`src/rtl/bus_arbiter_16.sv`:
```
// ---------------------------------------------------------------------------
// bus_arbiter_16
// Round-robin arbiter for sixteen requesters sharing one 32-bit bus.
// The bus alternates between IDLE (no owner) and GRANT (one owner). A new
// owner is picked in IDLE by a circular search starting at ptr. After any
// release the bus returns to IDLE for at least one cycle so that it can turn
// around. An owner that has held the bus for MAX_HOLD cycles is preempted
// when another requester is waiting. MAX_HOLD = 0 disables preemption.
//
// Ports
//   clk             in   1   rising-edge clock
//   reset_n         in   1   asynchronous active-low reset
//   req             in  16   request vector, bit i = requester i
//   gnt             out 16   registered one-hot grant, zero when idle
//   sel             out  4   registered bus mux select (owner index),
//                            keeps its last value while idle
//   busy            out  1   registered, high while a grant is active
//   owner_valid_cnt out  8   registered cycles held by the current owner,
//                            saturating at 255
// ---------------------------------------------------------------------------
module bus_arbiter_16 #(
    parameter int unsigned MAX_HOLD = 8
) (
    input  logic        clk,
    input  logic        reset_n,
    input  logic [15:0] req,
    output logic [15:0] gnt,
    output logic [3:0]  sel,
    output logic        busy,
    output logic [7:0]  owner_valid_cnt
);

    localparam logic [7:0] MAX_HOLD_C = 8'(MAX_HOLD);

    typedef enum logic [0:0] {
        ST_IDLE  = 1'b0,
        ST_GRANT = 1'b1
    } state_e;

    state_e      state_q, state_d;
    logic [3:0]  ptr_q,   ptr_d;
    logic [15:0] gnt_q,   gnt_d;
    logic [3:0]  sel_q,   sel_d;
    logic        busy_q,  busy_d;
    logic [7:0]  cnt_q,   cnt_d;

    logic        found_s;
    logic [3:0]  win_s;
    logic [3:0]  cand_s;
    logic        others_s;
    logic        preempt_s;
    logic        release_s;

    // Index to one-hot grant vector.
    function automatic logic [15:0] onehot16(input logic [3:0] idx);
        onehot16 = 16'd1 << idx;
    endfunction

    // Circular priority search: first asserted req bit at or above ptr,
    // wrapping through 15 back to 0. The 4-bit add wraps modulo 16.
    always_comb begin
        found_s = 1'b0;
        win_s   = 4'd0;
        cand_s  = 4'd0;
        for (int i = 0; i < 16; i++) begin
            cand_s = ptr_q + 4'(i);
            if (!found_s && req[cand_s]) begin
                found_s = 1'b1;
                win_s   = cand_s;
            end else begin
                found_s = found_s;
            end
        end
    end

    // Release conditions while an owner holds the bus. Owner drop and
    // preemption collapse into a single release, so ptr advances only once.
    always_comb begin
        others_s  = |(req & ~gnt_q);
        preempt_s = (MAX_HOLD_C != 8'd0) && (cnt_q >= MAX_HOLD_C) && others_s;
        release_s = !req[sel_q] || preempt_s;
    end

    // Next-state and next-output logic.
    always_comb begin
        state_d = state_q;
        ptr_d   = ptr_q;
        gnt_d   = gnt_q;
        sel_d   = sel_q;
        busy_d  = busy_q;
        cnt_d   = cnt_q;
        case (state_q)
            ST_IDLE: begin
                if (found_s) begin
                    state_d = ST_GRANT;
                    gnt_d   = onehot16(win_s);
                    sel_d   = win_s;
                    busy_d  = 1'b1;
                    cnt_d   = 8'd1;
                end else begin
                    gnt_d  = 16'd0;
                    busy_d = 1'b0;
                    cnt_d  = 8'd0;
                end
            end
            ST_GRANT: begin
                if (release_s) begin
                    // sel is left alone so the mux keeps its last setting.
                    state_d = ST_IDLE;
                    gnt_d   = 16'd0;
                    busy_d  = 1'b0;
                    cnt_d   = 8'd0;
                    ptr_d   = sel_q + 4'd1;
                end else if (cnt_q != 8'd255) begin
                    cnt_d = cnt_q + 8'd1;
                end else begin
                    cnt_d = cnt_q;
                end
            end
            default: begin
                state_d = ST_IDLE;
                gnt_d   = 16'd0;
                busy_d  = 1'b0;
                cnt_d   = 8'd0;
            end
        endcase
    end

    // State and output registers with asynchronous reset.
    always_ff @(posedge clk or negedge reset_n) begin
        if (!reset_n) begin
            state_q <= ST_IDLE;
            ptr_q   <= 4'd0;
            gnt_q   <= 16'd0;
            sel_q   <= 4'd0;
            busy_q  <= 1'b0;
            cnt_q   <= 8'd0;
        end else begin
            state_q <= state_d;
            ptr_q   <= ptr_d;
            gnt_q   <= gnt_d;
            sel_q   <= sel_d;
            busy_q  <= busy_d;
            cnt_q   <= cnt_d;
        end
    end

    assign gnt             = gnt_q;
    assign sel             = sel_q;
    assign busy            = busy_q;
    assign owner_valid_cnt = cnt_q;

endmodule

```
`config.mk`:
```
export PLATFORM = sky130hd
export DESIGN_NAME = bus_arbiter_16
export DESIGN_NICKNAME = d
export VERILOG_FILES = /design/src/rtl/bus_arbiter_16.sv
export SDC_FILE = /design/constraint.sdc
export NUM_CORES = 1
export LEC_CHECK = 0
export CAP_MARGIN = 10
export CORE_MARGIN = 4
export CORE_UTILIZATION = 45
export CTS_BUF_LIST = sky130_fd_sc_hd__clkbuf_8
export DETAILED_ROUTE_END_ITERATION = 10
export PLACE_DENSITY = 0.68
export SLEW_MARGIN = 25
export SYNTH_ARGS = -nofsm -noshare
export SYNTH_HDL_FRONTEND = slang
export SYNTH_SLANG_ARGS = --single-unit
```
`constraint.sdc`:
```
create_clock -name clk -period 5.9 [get_ports clk]
set_input_delay 0.885 -clock clk [delete_from_list [all_inputs] [get_ports clk]]
set_output_delay 0.885 -clock clk [all_outputs]
set_load 0.01 [all_outputs]
```
==> results_dict.tcl, run 1 <==
set metrics [dict create \
    status "finished, final reports clean" \
    grt_max_degree 35 \
    netlist_instances 465 \
    antenna_left 0 \
    synth_edf_count 0 \
    synth.avg_cell_area_um2 9.334 \
    netlist_area_mm2 0.004340 \
    nNetsFinal 526 \
    cts_hold_buf 0 \
    layout-drive-gt1-share 0.1723 \
    ys_ff_latch 34 \
    fin_crit_ns 4.722 \
    crit_fanout 21 \
    area_growth_pct 14.13 \
    dp_hpwl_mm 10.73 \
    rr_startpoint "ptr_q[0]" \
    crit_start "ptr_q[0]" \
    ctsLongestPathBuffers 2 \
    setup_viol 0 \
    timing.final.hold_violations 0 \
    relSlewSlack 0.3807 \
    cts_buffers 5 \
    grt_pass1_vias 4008 \
    routed_wl_mm 14.16 \
    start_util 0.4653 \
    drtIter0Drc 417 \
    yosys_warnings 0 \
    slew_viol_final 0 \
    clkSinkCount 34 \
    via_per_inst 6.650 \
    path_class "reg -> reg" \
    clock-skew-final_ns 0.004986 \
    rsz0062_at_grt "no" \
    die_w_um 106.2 \
    wl_per_cell_um 22.54 \
    clock_latency_ns 0.29 \
    end_kind "flip-flop" \
    core_area_mm2 0.009328 \
    period_share 0.8004 \
    portBuffers 46 \
    ys_seq_area_frac 0.1960 \
    gp_routability_congestion 1.036 \
    root_buffer "clkbuf_8" \
    yosysUniqueCellTypes 82 \
    synthFlopType "dfrtp_1" \
    boundaryPins 47 \
    rrSetupSlack_ns 1.18 \
    antenna_cells 0 \
    dieArea_mm2 0.01128 \
    rows 35 \
    cts_tree "done" \
    via_count 4176 \
    post-cts-setup-buffer-count 0 \
    hold_class "reg -> reg" \
    drt-pass1-iter-count 5 \
    h-tree-depth 2 \
    grtUsageTotal 0.2536 \
    grt-ovfl-total 0 \
    clkTransAtPathRegs_ns 0.07 \
    async_flop_share 1.000 \
    worstSetupStartpointType "flip-flop" \
    worstPathRequired_ns 6.13 \
    grt_pass1_wl_mm 22.67 \
    arrival_ns 4.95 \
    synth_nets 493 \
    antenna_found_initial 0 \
    r2r_cells 12 \
    finalSetupTns_ns 0 \
    fmax_ghz 0.2118 \
    ctsResizeCount 0 \
    endpoint "gnt[7]" \
    timing.rr.end "gnt[7]" \
    tightest_slew_ns 0.9289 \
    max_cap_viol_count 0 \
    final_cell_mix "clkdlybuf4s50_1, mux2i_1, dfrtp_1, nand2_1" \
    layout_commonest_cell "clkdlybuf4s50_1" \
    drc 0 \
    die_h_um 106.2 \
]
-- state kept, by name, indices dropped and copies added (netlist names) --
| name | flops |
|---|---|
| sel | 4 |
| state_q | 1 |
| ptr_q | 4 |
| busy | 1 |
| owner_valid_cnt | 8 |
| gnt | 16 |
-- synth_stat cells (4+ instances only) --
library cell | number | area, um2
a21o_1 | 4 | 30.03
o211ai_1 | 5 | 37.54
o21ai_1 | 7 | 35.03
a21oi_1 | 26 | 130.1
a31oi_1 | 5 | 31.28
xnor2_1 | 7 | 61.31
mux4_2 | 28 | 630.6
nor3_1 | 4 | 20.02
nand3_1 | 11 | 55.05
a211oi_1 | 8 | 60.06
xor2_1 | 7 | 61.31
o21bai_1 | 4 | 30.03
o22ai_1 | 12 | 75.07
and3_1 | 7 | 43.79
o21ai_0 | 21 | 105.1
dfrtp_1 | 34 | 850.8
nor2_1 | 28 | 105.1
ha_1 | 10 | 125.1
buf_2 | 7 | 35.03
a32o_1 | 4 | 40.04
nand2b_1 | 6 | 37.54
o32ai_1 | 4 | 35.03
mux2i_1 | 37 | 370.4
nand2_1 | 33 | 123.9
a22o_1 | 9 | 78.83
o31ai_1 | 4 | 30.03
clkbuf_1 | 10 | 37.54
mux2_2 | 17 | 191.4
inv_1 | 22 | 82.58
-- per-layer routing --
layer	GRT usage	part of all wire	up-vias
met2	0.3928	0.45	279
met1	0.3533	0.42	1980
met3	0.04918	0.098	43
met5	0	0	-
met4	0.08973	0.033	0
li1	-	-	1874
-- worst min-delay path by stage --
stage               from  endpoint  depth (start not counted)
CTS                 busy      busy                          1
global placement    busy      busy                          1
global route        busy      busy                          1
floorplan           busy      busy                          1
detailed placement  busy      busy                          1
finish              busy      busy                          1
-- cell type report --
class / instances / area, um2
fillers: 864 / 4374
clock inverters: 2 / 12.51
multi-input cells: 380 / 3251
flip-flops and latches: 34 / 850.8
repair buffers: 51 / 498.0
clock buffers: 6 / 82.58
inverters: 26 / 97.59
well taps: 129 / 161.4
-- worst max-delay path, stage by stage, from the launching register on --
cell and delay [ns]:
dfrtp_1 0.39, inv_2 0.28, ha_1 0.83, mux4_2 0.61
mux2_2 0.35, mux2_2 0.31, nor2_2 0.13, nand3_2 0.14
nor4_4 0.60, a32oi_1 0.16, a21oi_2 0.40, a21boi_1 0.30
a22o_1 0.16
-- through the flow --
stage	util	hold WS [ns]	cell area, um2	cells	worst slack (ns)
5_1_grt	0.5311	0.5151	4954	628	0.8767
6_report	0.5311	0.4822	4954	628	1.178
4_1_cts	0.5311	0.4880	4954	628	1.193
3_3_place_gp	0.5201	0.4736	4851	620	1.157
2_1_floorplan	-	0.5185	4340	465	1.702
3_5_place_dp	0.5209	0.4670	4858	620	1.085
-- cells by family (layout without fill, tap and decap cells) --
logic type / Yosys count / after routing / synth area share
simple gates: 120 / 120 / 0.1479
fa+ha+maj: 10 / 10 / 0.02883
mux: 88 / 88 / 0.2966
flops: 34 / 34 / 0.1960
xor+xnor: 16 / 16 / 0.03834
buf+inv: 51 / 85 / 0.05679
compound gates: 146 / 146 / 0.2355
Power of run 1 is not shown: default switching activity piles up to over one toggle a cycle in this logic, so the estimate is an artifact.
==> inputs of run 2 (changes only) <==
PLACE_DENSITY = 0.7   (was 0.68)
clock period = 4.2 ns   (was 5.9 ns; I/O delays follow)
==> results_dict.tcl, run 2 (synthesis gave the netlist of run 1 again) <==
set metrics [dict create \
    h-tree-depth 2 \
    path_class "reg -> reg" \
    clock_latency_ns 0.29 \
    antenna_found_initial 0 \
    via_per_inst 6.470 \
    start_util 0.4653 \
    boundaryPins 47 \
    cts_tree "done" \
    layout-drive-gt1-share 0.2454 \
    tightest_slew_ns 0.6277 \
    top_layer "met4" \
    status "finished, final reports clean" \
    grt_max_degree 35 \
    clkSinkCount 34 \
    gp_routability_congestion 0.9963 \
    timing.final.hold_violations 0 \
    area_growth_pct 23.00 \
    fin_crit_ns 3.966 \
    worstPathRequired_ns 4.38 \
    grt-ovfl-total 0 \
    drtIter0Drc 396 \
    cts_buffers 5 \
    drt-pass1-iter-count 5 \
    largest_reg_flops 16 \
    cts_hold_buf 0 \
    finalSetupTns_ns 0 \
    hold_class "reg -> reg" \
    slew_viol_final 0 \
    end_kind "flip-flop" \
    rows 35 \
    root_buffer "clkbuf_8" \
    rsz0062_at_grt "no" \
    setup_viol 0 \
    die_w_um 106.2 \
    grt_pass1_vias 4446 \
    core_area_mm2 0.009328 \
    relSlewSlack 0.5815 \
    drc 0 \
    ctsLongestPathBuffers 2 \
    max_cap_viol_count 0 \
    dieArea_mm2 0.01128 \
    layout_commonest_cell "buf_4" \
    worstSetupStartpointType "flip-flop" \
    post-cts-setup-buffer-count 0 \
    die_h_um 106.2 \
    clock-skew-final_ns 0.005394 \
    period_share 0.9442 \
    portBuffers 46 \
    via_count 4367 \
    nNetsFinal 573 \
    crit_fanout 7 \
    final_cell_mix "buf_4, clkdlybuf4s50_1, mux2i_1, dfrtp_1, nand2_1" \
    routed_wl_mm 14.68 \
    fmax_ghz 0.2522 \
    antenna_left 0 \
    arrival_ns 4.14 \
    wl_per_cell_um 21.75 \
    dp_hpwl_mm 11.53 \
    clkTransAtPathRegs_ns 0.07 \
    grtUsageTotal 0.2620 \
    antenna_cells 0 \
    dr_wl_met2_mm 6.717 \
    fin_ws_ns 0.2344 \
    grt_pass1_wl_mm 23.51 \
    pre_cts_ws_ns 0.03169 \
    drt-met1-wl_mm 6.307 \
    wl_met3_mm 1.073 \
]
run 2: cell type report:
| class | instances | area, um2 |
|---|---|---|
| fillers | 853 | 3989 |
| multi-input cells | 380 | 3272 |
| flip-flops and latches | 34 | 850.8 |
| repair buffers | 98 | 850.8 |
| well taps | 129 | 161.4 |
| inverters | 26 | 97.59 |
| clock buffers | 5 | 68.82 |
| clock inverters | 3 | 37.54 |
run 2: stage by stage:
step                      area (um2)  std cells  utilization  hold slack [ns]
final                           5339        675       0.5724           0.4902
after global routing            5339        675       0.5724           0.5227
after CTS                       5310        675       0.5693           0.4946
after detailed placement        5204        667       0.5579           0.4706
after global placement          5204        667       0.5579           0.4779
after floorplan                 4340        465            -           0.3344
run 2: repair_timing:
| item | in CTS | in global routing |
|---|---|---|
| resized for setup | 0 | 5 |
| endpoints found under the setup margin | 0 | 16 |
| hold endpoints to repair | 0 | 0 |
run 2: critical path, cell delays in order (launching register included):
cell	delay, ns
dfrtp_1	0.42
ha_1	0.45
xor2_4	0.21
mux4_2	0.54
a32o_1	0.33
or3_4	0.43
nor4_4	0.28
buf_4	0.20
nand2_1	0.09
a32oi_1	0.25
nand2b_1	0.21
and3_1	0.22
a22o_1	0.21
run 2: worst paths after layout:
path / startpoint / end / slack (ns) / cells past startpoint
hold reg to reg: busy / busy / 0.49 / 1
setup reg to reg: ptr_q[1] / gnt[5] / 0.23 / 12
min in group asynchronous: reset_n / busy / 0.75 / 2
max in group asynchronous: reset_n / gnt[14] / 3.14 / 2
setup / recovery: ptr_q[1] / gnt[5] / 0.23 / 12
hold / removal: busy / busy / 0.49 / 1
run 2: layer usage:
layer,vias up,GRT usage
li1,1964,-
met1,2120,0.3487
met2,239,0.4258
met3,44,0.03947
met4,0,0.1092
met5,-,0
Power of run 2 is left out for the same reason.
